File: config.mk
export PLATFORM = sky130hd
export DESIGN_NAME = store_memory_rmw
export DESIGN_NICKNAME = d
export VERILOG_FILES = /design/src/rtl/store_memory_rmw.sv
export SDC_FILE = /design/constraint.sdc
export NUM_CORES = 1
export LEC_CHECK = 0
export CAP_MARGIN = 20
export CORE_ASPECT_RATIO = 1.75
export CORE_MARGIN = 5
export CORE_UTILIZATION = 45
export DETAILED_ROUTE_END_ITERATION = 8
export PLACE_DENSITY = 0.89
export SLEW_MARGIN = 20
export SYNTH_ARGS = -nofsm -noshare
export SYNTH_HDL_FRONTEND = slang
export SYNTH_SLANG_ARGS = --single-unit
File: constraint.sdc
create_clock -name clk -period 2.9 [get_ports clk]
set_clock_uncertainty 0.1 [all_clocks]
set_input_delay 0.435 -clock clk [delete_from_list [all_inputs] [get_ports clk]]
set_output_delay 0.435 -clock clk [all_outputs]
set_load 0.02 [all_outputs]
File: src/rtl/store_memory_rmw.sv
// Store path into a word-wide RAM without byte enables: SW writes directly, SB/SH read-modify-write.
// Latency: SW write at T+1, SB/SH write at T+3; req_ready low while busy. Optional trap: STORE_MISALIGN_TRAP_EN.
module store_memory_rmw #(
  parameter int ADDR_WIDTH = 32,
  parameter int DATA_WIDTH = 32
) (
  input  logic                  clk,
  input  logic                  rst_n,
  input  logic                  req_valid,
  output logic                  req_ready,
  input  logic [ADDR_WIDTH-1:0] req_addr,
  input  logic [2:0]            req_type,
  input  logic [DATA_WIDTH-1:0] req_wdata,
  output logic [ADDR_WIDTH-1:0] mem_addr,
  output logic                  mem_re,
  input  logic [DATA_WIDTH-1:0] mem_rdata,
  output logic                  mem_we,
  output logic [DATA_WIDTH-1:0] mem_wdata,
  output logic                  done,
  output logic                  misalign
);

  typedef enum logic [1:0] {IDLE, READ, WAIT, WRITE} state_t;

  localparam logic [2:0] TYPE_SB = 3'b000;
  localparam logic [2:0] TYPE_SH = 3'b001;

  state_t                  r_state;
  logic [1:0]              r_addr_lo;
  logic [2:0]              r_type;
  logic [15:0]             r_wdata_lo;
  logic [ADDR_WIDTH-1:0]   r_mem_addr;
  logic                    r_mem_re;
  logic                    r_mem_we;
  logic [DATA_WIDTH-1:0]   r_mem_wdata;
  logic                    r_done;

  logic                    w_accept;
  logic                    w_rmw;
  logic [DATA_WIDTH-1:0]   w_merged;

  assign req_ready = (r_state == IDLE);
  assign w_accept  = req_valid && req_ready;
  assign w_rmw     = (req_type == TYPE_SB) || (req_type == TYPE_SH);

`ifdef STORE_MISALIGN_TRAP_EN
  logic r_misalign;
  logic w_misaligned;
  assign w_misaligned = ((req_type == TYPE_SH) && req_addr[0]) ||
                        (!w_rmw && (req_addr[1:0] != 2'b00));
  assign misalign     = r_misalign;
`else
  assign misalign = 1'b0;
`endif

  // Only the addressed lane(s) change; the rest of the word is the value just read.
  always_comb begin
    w_merged = mem_rdata;
    if (r_type == TYPE_SB) begin
      w_merged[{r_addr_lo, 3'b000} +: 8] = r_wdata_lo[7:0];
    end else if (r_addr_lo[1]) begin
      w_merged[31:16] = r_wdata_lo;
    end else begin
      w_merged[15:0] = r_wdata_lo;
    end
  end

  always_ff @(posedge clk or negedge rst_n) begin
    if (!rst_n) begin
      r_state     <= IDLE;
      r_addr_lo   <= '0;
      r_type      <= '0;
      r_wdata_lo  <= '0;
      r_mem_addr  <= '0;
      r_mem_re    <= 1'b0;
      r_mem_we    <= 1'b0;
      r_mem_wdata <= '0;
      r_done      <= 1'b0;
`ifdef STORE_MISALIGN_TRAP_EN
      r_misalign  <= 1'b0;
`endif
    end else begin
      r_mem_re   <= 1'b0;
      r_mem_we   <= 1'b0;
      r_done     <= 1'b0;
`ifdef STORE_MISALIGN_TRAP_EN
      r_misalign <= 1'b0;
`endif
      case (r_state)
        IDLE: begin
          if (w_accept) begin
            r_addr_lo  <= req_addr[1:0];
            r_type     <= req_type;
            r_wdata_lo <= req_wdata[15:0];
`ifdef STORE_MISALIGN_TRAP_EN
            // Trapped requests pass through WRITE without touching memory.
            if (w_misaligned) begin
              r_state    <= WRITE;
              r_misalign <= 1'b1;
            end else
`endif
            if (w_rmw) begin
              r_state    <= READ;
              r_mem_re   <= 1'b1;
              r_mem_addr <= {req_addr[ADDR_WIDTH-1:2], 2'b00};
            end else begin
              r_state     <= WRITE;
              r_mem_we    <= 1'b1;
              r_done      <= 1'b1;
              r_mem_addr  <= {req_addr[ADDR_WIDTH-1:2], 2'b00};
              r_mem_wdata <= req_wdata;
            end
          end
        end
        READ: begin
          r_state <= WAIT;
        end
        WAIT: begin
          r_state     <= WRITE;
          r_mem_wdata <= w_merged;
          r_mem_we    <= 1'b1;
          r_done      <= 1'b1;
        end
        WRITE: begin
          r_state    <= IDLE;
          r_mem_addr <= '0;
        end
        default: begin
          r_state <= IDLE;
        end
      endcase
    end
  end

  assign mem_addr  = r_mem_addr;
  assign mem_re    = r_mem_re;
  assign mem_we    = r_mem_we;
  assign mem_wdata = r_mem_wdata;
  assign done      = r_done;

endmodule

== Yosys cells after proc, flatten, opt, wreduce, memory -nomap -nowiden ==
Cells that the tools add are included.
Widths: inputs -> output; s select.
Storage, ports and cells
  register bits: 89
  memory bits (read-only): 0
  memories kept: 0
  bits in latches: 0
  RAM bits: 0
  output and inout bits: 69
  bits of input ports: 102
  word-level logic and storage cells: 45
Operators by class
  equality and inequality tests: 6
  multiply operators: 0
  $lt $le $gt $ge: 0
  bitwise logic cells: 0
  muxes and demuxes: 18
  $add $sub $neg: 1
  shift operators: 2
  div/mod/pow operators: 0
  reduce and logical (&&, ||, !) cells: 10
Operators by type and width (count)
  $mux 32: 4
  $pmux 32 s2: 2
  $bwmux 32: 1
  $mux 16: 2
  $shift 8x7->32 const A: 1
  $shiftx 8x7->32: 1
  $pmux 2 s4: 1
  $neg 5->7: 1
  $logic_not 3->1: 2
  $mux 1: 5
  $eq 2x2->1 const B: 2
  $mux 2: 2
  $reduce_and 2->1: 2
  $reduce_bool 2->1: 2
  $eq 3x1->1 const B: 1
  $reduce_and 3->1: 1
  $eq 2x1->1 const B: 1
  $logic_not 2->1: 1
  $ne 2x1->1 const B: 1
  $ne 2x2->1 const B: 1
  $pmux 1 s2: 1
  $logic_and 1x1->1: 1
  $logic_or 1x1->1: 1

== Logic depth before layout (Yosys ltp) ==
  word-level depth: 5
  gate-level depth with buffers: 10
  gate-level depth less buffers: 6

== Worst setup path before layout ==
OpenSTA, ideal clock, no wires.
  path type: flip-flop to flip-flop
  start point: register r_addr_lo[1]
  end point: register r_mem_wdata[16], in the netlist mem_wdata[16]
  data arrival time: 1.849 ns
  setup slack: 0.825 ns
  cell stages (with the launch flop): 10
  period minus slack after synthesis: 2.075 ns
  path buffers: 3
  data required time: 2.674 ns
  cell sequence: dfrtp_1 -> buf_6 -> buf_8 -> inv_1 -> ha_1 -> nor3b_2 -> buf_2 -> nand3_1 -> a31oi_1 -> o32a_1
On the way
  word-level cells in the longest chain between the ends: 5
  elaborated cells between the ends (all ways): 7
  those cells by class: add/sub: 1; shift: 2; mux: 4
Ends and longest elaborated chain
  from (decl): line 29  | logic [1:0] r_addr_lo;
  from (signal assigned): line 92  | r_addr_lo <= req_addr[1:0];
  $neg 5->7: line 60  | w_merged[{r_addr_lo, 3'b000} +: 8] = r_wdata_lo[7:0];
  $shiftx 8x7->32 or $shift 8x7->32 (tied branches): line 60
  $bwmux 32: line 60
  $mux 32 (*): line 59  | if (r_type == TYPE_SB) begin
  $pmux 32 s2 (*): line 89  | case (r_state)
  to (signal assigned): line 111  | r_mem_wdata <= req_wdata;
  to (signal assigned): line 120  | r_mem_wdata <= w_merged;
  to (decl): line 35  | logic [DATA_WIDTH-1:0] r_mem_wdata;
Every way passes the cells marked *; elsewhere a longest branch is shown, timed or not.
A chain may end at the register's enable or synchronous reset.

== Worst setup path after layout ==
  start point: register r_addr_lo[0]
  end point: register r_mem_wdata[19], in the netlist mem_wdata[19]
On the way
  word-level cells in the longest chain between the ends: 5
  elaborated cells between the ends (all ways): 6
  those cells by class: add/sub: 1; shift: 2; mux: 3
Ends and longest elaborated chain (line)
  $neg 5->7 (*): 60
  $shiftx 8x7->32 or $shift 8x7->32 (tied branches): 60
  $bwmux 32 (*): 60
  $mux 32 (*): 59
  $pmux 32 s2 (*): 89
Marked as above.

==> impl_metrics.ini <==
[run_status]
run_status = finished, final reports clean

[route]
viasPerCell = 5.90
wl_um = 15600
drt_iter0_drc = 322
num_vias = 4571
dr.pass1.iters = 5
drc = 0
detail-route-antenna-nets = 0
drt-wirelength-per-cell_um = 20.1

[floorplanning]
die_h_um = 150
core_um2 = 11000
boundaryPins = 171
start_util = 0.454
placementRows = 51
fp.dieW_um = 89.7
die_area_um2 = 13400

[global_routing]
antenna_found_initial = 0
grt_pass1_wl_um = 24300
gr-total-overflow = 0
grt_pass1_vias = 4749
grt_max_degree = 65
grtUsageTotal = 0.226

[clock_tree]
cts-hold-fix-buffers = 0
cts_buffers = 9
clock_sinks = 87
path_clk_slew_ns = 0.07
tritoncts = done
ctsResizeCount = 0
clock-root-buffer = clkbuf_16
post_cts_buffers = 0
clockBufferDepth = 2
clock_latency_ns = 0.33
h-tree-depth = 3

[final_layout]
stdcell_count = 775
num-fill-cells = 863
multi_input_area_um2 = 2410
antennaDiodeCount = 0
area_delta_synth_final_pct = 39.3
final_util = 0.632
drive_gt1_frac = 0.114
final_nets = 748
regArea_um2 = 2180

[synth]
synthFlopType = dfrtp_1
synth.ff_latch_count = 87
yosys.cell_types.count = 37
synth_compound_area_frac = 0.243
ys_seq_area_frac = 0.435
synthCells = 495
netlist_area_um2 = 5010
synth_top_family_by_area = compound AO/OA/AOI/OAI gates
yosys_warnings = 0
yosysTopAreaCell = dfrtp_1
synthMuxAreaShare = 0.108
synthSimpleGateAreaFrac = 0.105
synth-xor-area-share = 0
synth-async-reset-ratio = 1.00
synth_top_area_share = 0.435
synth_fa_ha_area_frac = 0.0200
syn_avg_cell_area_um2 = 10.1
yosys-top-cells-area = dfrtp_1 (43%), mux2_4 (8.4%), o32a_1 (6.4%)
synth_edf_count = 0

[worst_setup_path]
worstPathCellList = inv_1 > ha_1 > nor3b_2 > nand3_1 > a31oi_1 > o32a_1
critPathLaunchType = register
crit_path_end_kind = register
path_max_fanout = 13
crit_slowest_cell = nor3b_2
critPathRequiredTime_ns = 3.07
crit_type = reg -> reg
slowest_delay_ns = 0.82
cp.arrival_ns = 2.74

[sta]
max_clock_freq_mhz = 389
worst_pin_slew_ns = 0.933
fin_tns_setup_ns = 0
max_slew_margin = 0.375
rsz0062_at_grt = no
setup_viol = 0
finalCritPeriodShare = 0.886
period_needed_ns = 2.57
slew_viol_final = 0
hold_violations = 0

[placement]
place_congestion = 0.895
port_buffers = 167
hpwl_um = 11500
dpl.cell_count = 759

[power_and_ir_drop]
p_leak_nw = 2.98
power_density_nw_per_um2 = 1200
vdd_drop_max_mv = 0.695

[worst_hold_path]
hold_path.class = in -> async

[flow_run]
max-cap-violations = 0
-- cell families (layout without fill, tap and decap cells) --
kind of cell | after synthesis | after routing
fa+ha+maj | 8 | 8
compound gates | 180 | 180
simple gates | 94 | 94
mux | 39 | 39
other cells | 1 | 3
buf+inv | 86 | 232
flops | 87 | 87
-- power breakdown --
group          switching [W]  internal (W)  total (W)
logic                0.00248       0.00236    0.00484
clock network       0.000492      0.000696    0.00119
registers           0.000554       0.00182    0.00237
total                0.00353       0.00487    0.00840
-- cells in the mapped netlist (all sizes together) (3+ instances only) --
master and count:
a21oi 32, nor2b 3, inv 37, o21ai 53
clkbuf 28, a22o 30, nand2 27, nand3 20
a31oi 32, o32a 32, dfrtp 87, nand2b 32
buf 21, ha 8, mux2 38
-- layer usage --
| metal | GRT usage | vias up | part of all wire | wire length [um] |
|---|---|---|---|---|
| met1 | 0.232 | 2218 | 0.35 | 5390 |
| met2 | 0.411 | 226 | 0.52 | 8190 |
| met3 | 0.0589 | 51 | 0.080 | 1240 |
| li1 | - | 2076 | - | - |
| met4 | 0.129 | 0 | 0.050 | 788 |
| met5 | 0 | - | 0 | 0 |
-- state kept, by name, summed over array words and instances, names as in the netlist --
| register | count |
|---|---|
| done | 1 |
| mem_addr | 30 |
| mem_re | 1 |
| mem_wdata | 32 |
| r_addr_lo | 2 |
| r_state | 2 |
| r_type | 3 |
| r_wdata_lo | 16 |
-- layout make-up --
type / instances / area share
clock inverter: 6 / 0.00969
sequential: 87 / 0.312
clock buffer: 10 / 0.0343
inverter: 37 / 0.0199
timing repair buffer: 179 / 0.254
tap: 132 / 0.0237
multi-input combinational: 324 / 0.346
-- final timing paths --
path | startpoint | to | slack, ns | cells past startpoint
setup / recovery | r_addr_lo[0] | mem_wdata[19] | 0.33 | 6
hold / removal | rst_n | mem_wdata[26] | 0.05 | 1
setup reg to reg | r_addr_lo[0] | mem_wdata[19] | 0.33 | 6
hold reg to reg | mem_wdata[24] | mem_wdata[24] | 0.40 | 1
max in group asynchronous | rst_n | mem_addr[10] | 1.90 | 2
min in group clk | mem_wdata[24] | mem_wdata[24] | 0.40 | 1
-- metrics by stage --
stage / setup slack [ns] / hold slack, ns / cell area [um^2] / total power [W]
floorplan: 0.825 / 0.0394 / 5010 / 0.00550
global placement: 0.393 / 0.383 / 6670 / 0.00699
detailed placement: 0.392 / 0.388 / 6670 / 0.00719
CTS: 0.373 / 0.0642 / 6970 / 0.00841
global route: 0.219 / 0.101 / 6970 / 0.00886
finish: 0.330 / 0.0462 / 6970 / 0.00840
-- worst max-delay path, delay by kind of cell, from the launching register on --
kind | cells | cell delay (ns)
and+or+nand+nor | 2 | 0.97
DFF | 1 | 0.49
AOI/OAI and AO/OA | 2 | 0.45
adders and majority gates | 1 | 0.37
buffers and inverters | 1 | 0.13
-- placed cells by master, fill, tap and decap left out, types with 2 or more instances in the layout --
master           netlist  final
clkdlybuf4s50_1        0    166
dfrtp_1               87     86
inv_1                 37     37
nand2b_1              32     32
o21ai_1               32     32
a31oi_1               32     32
a21oi_1               32     32
o32a_1                32     32
a22o_1                30     30
mux2_4                28     28
nand2_1               27     27
o21ai_0               20     20
nand3_1               20     20
buf_4                  4     12
clkbuf_16              0      9
ha_1                   8      7
mux2_2                 6      6
mux2_1                 4      4
nor2b_1                3      3
conb_1                 1      3
nor3b_2                2      2
clkinvlp_4             0      2
inv_6                  0      2
Power figures use the tool's default switching activity.
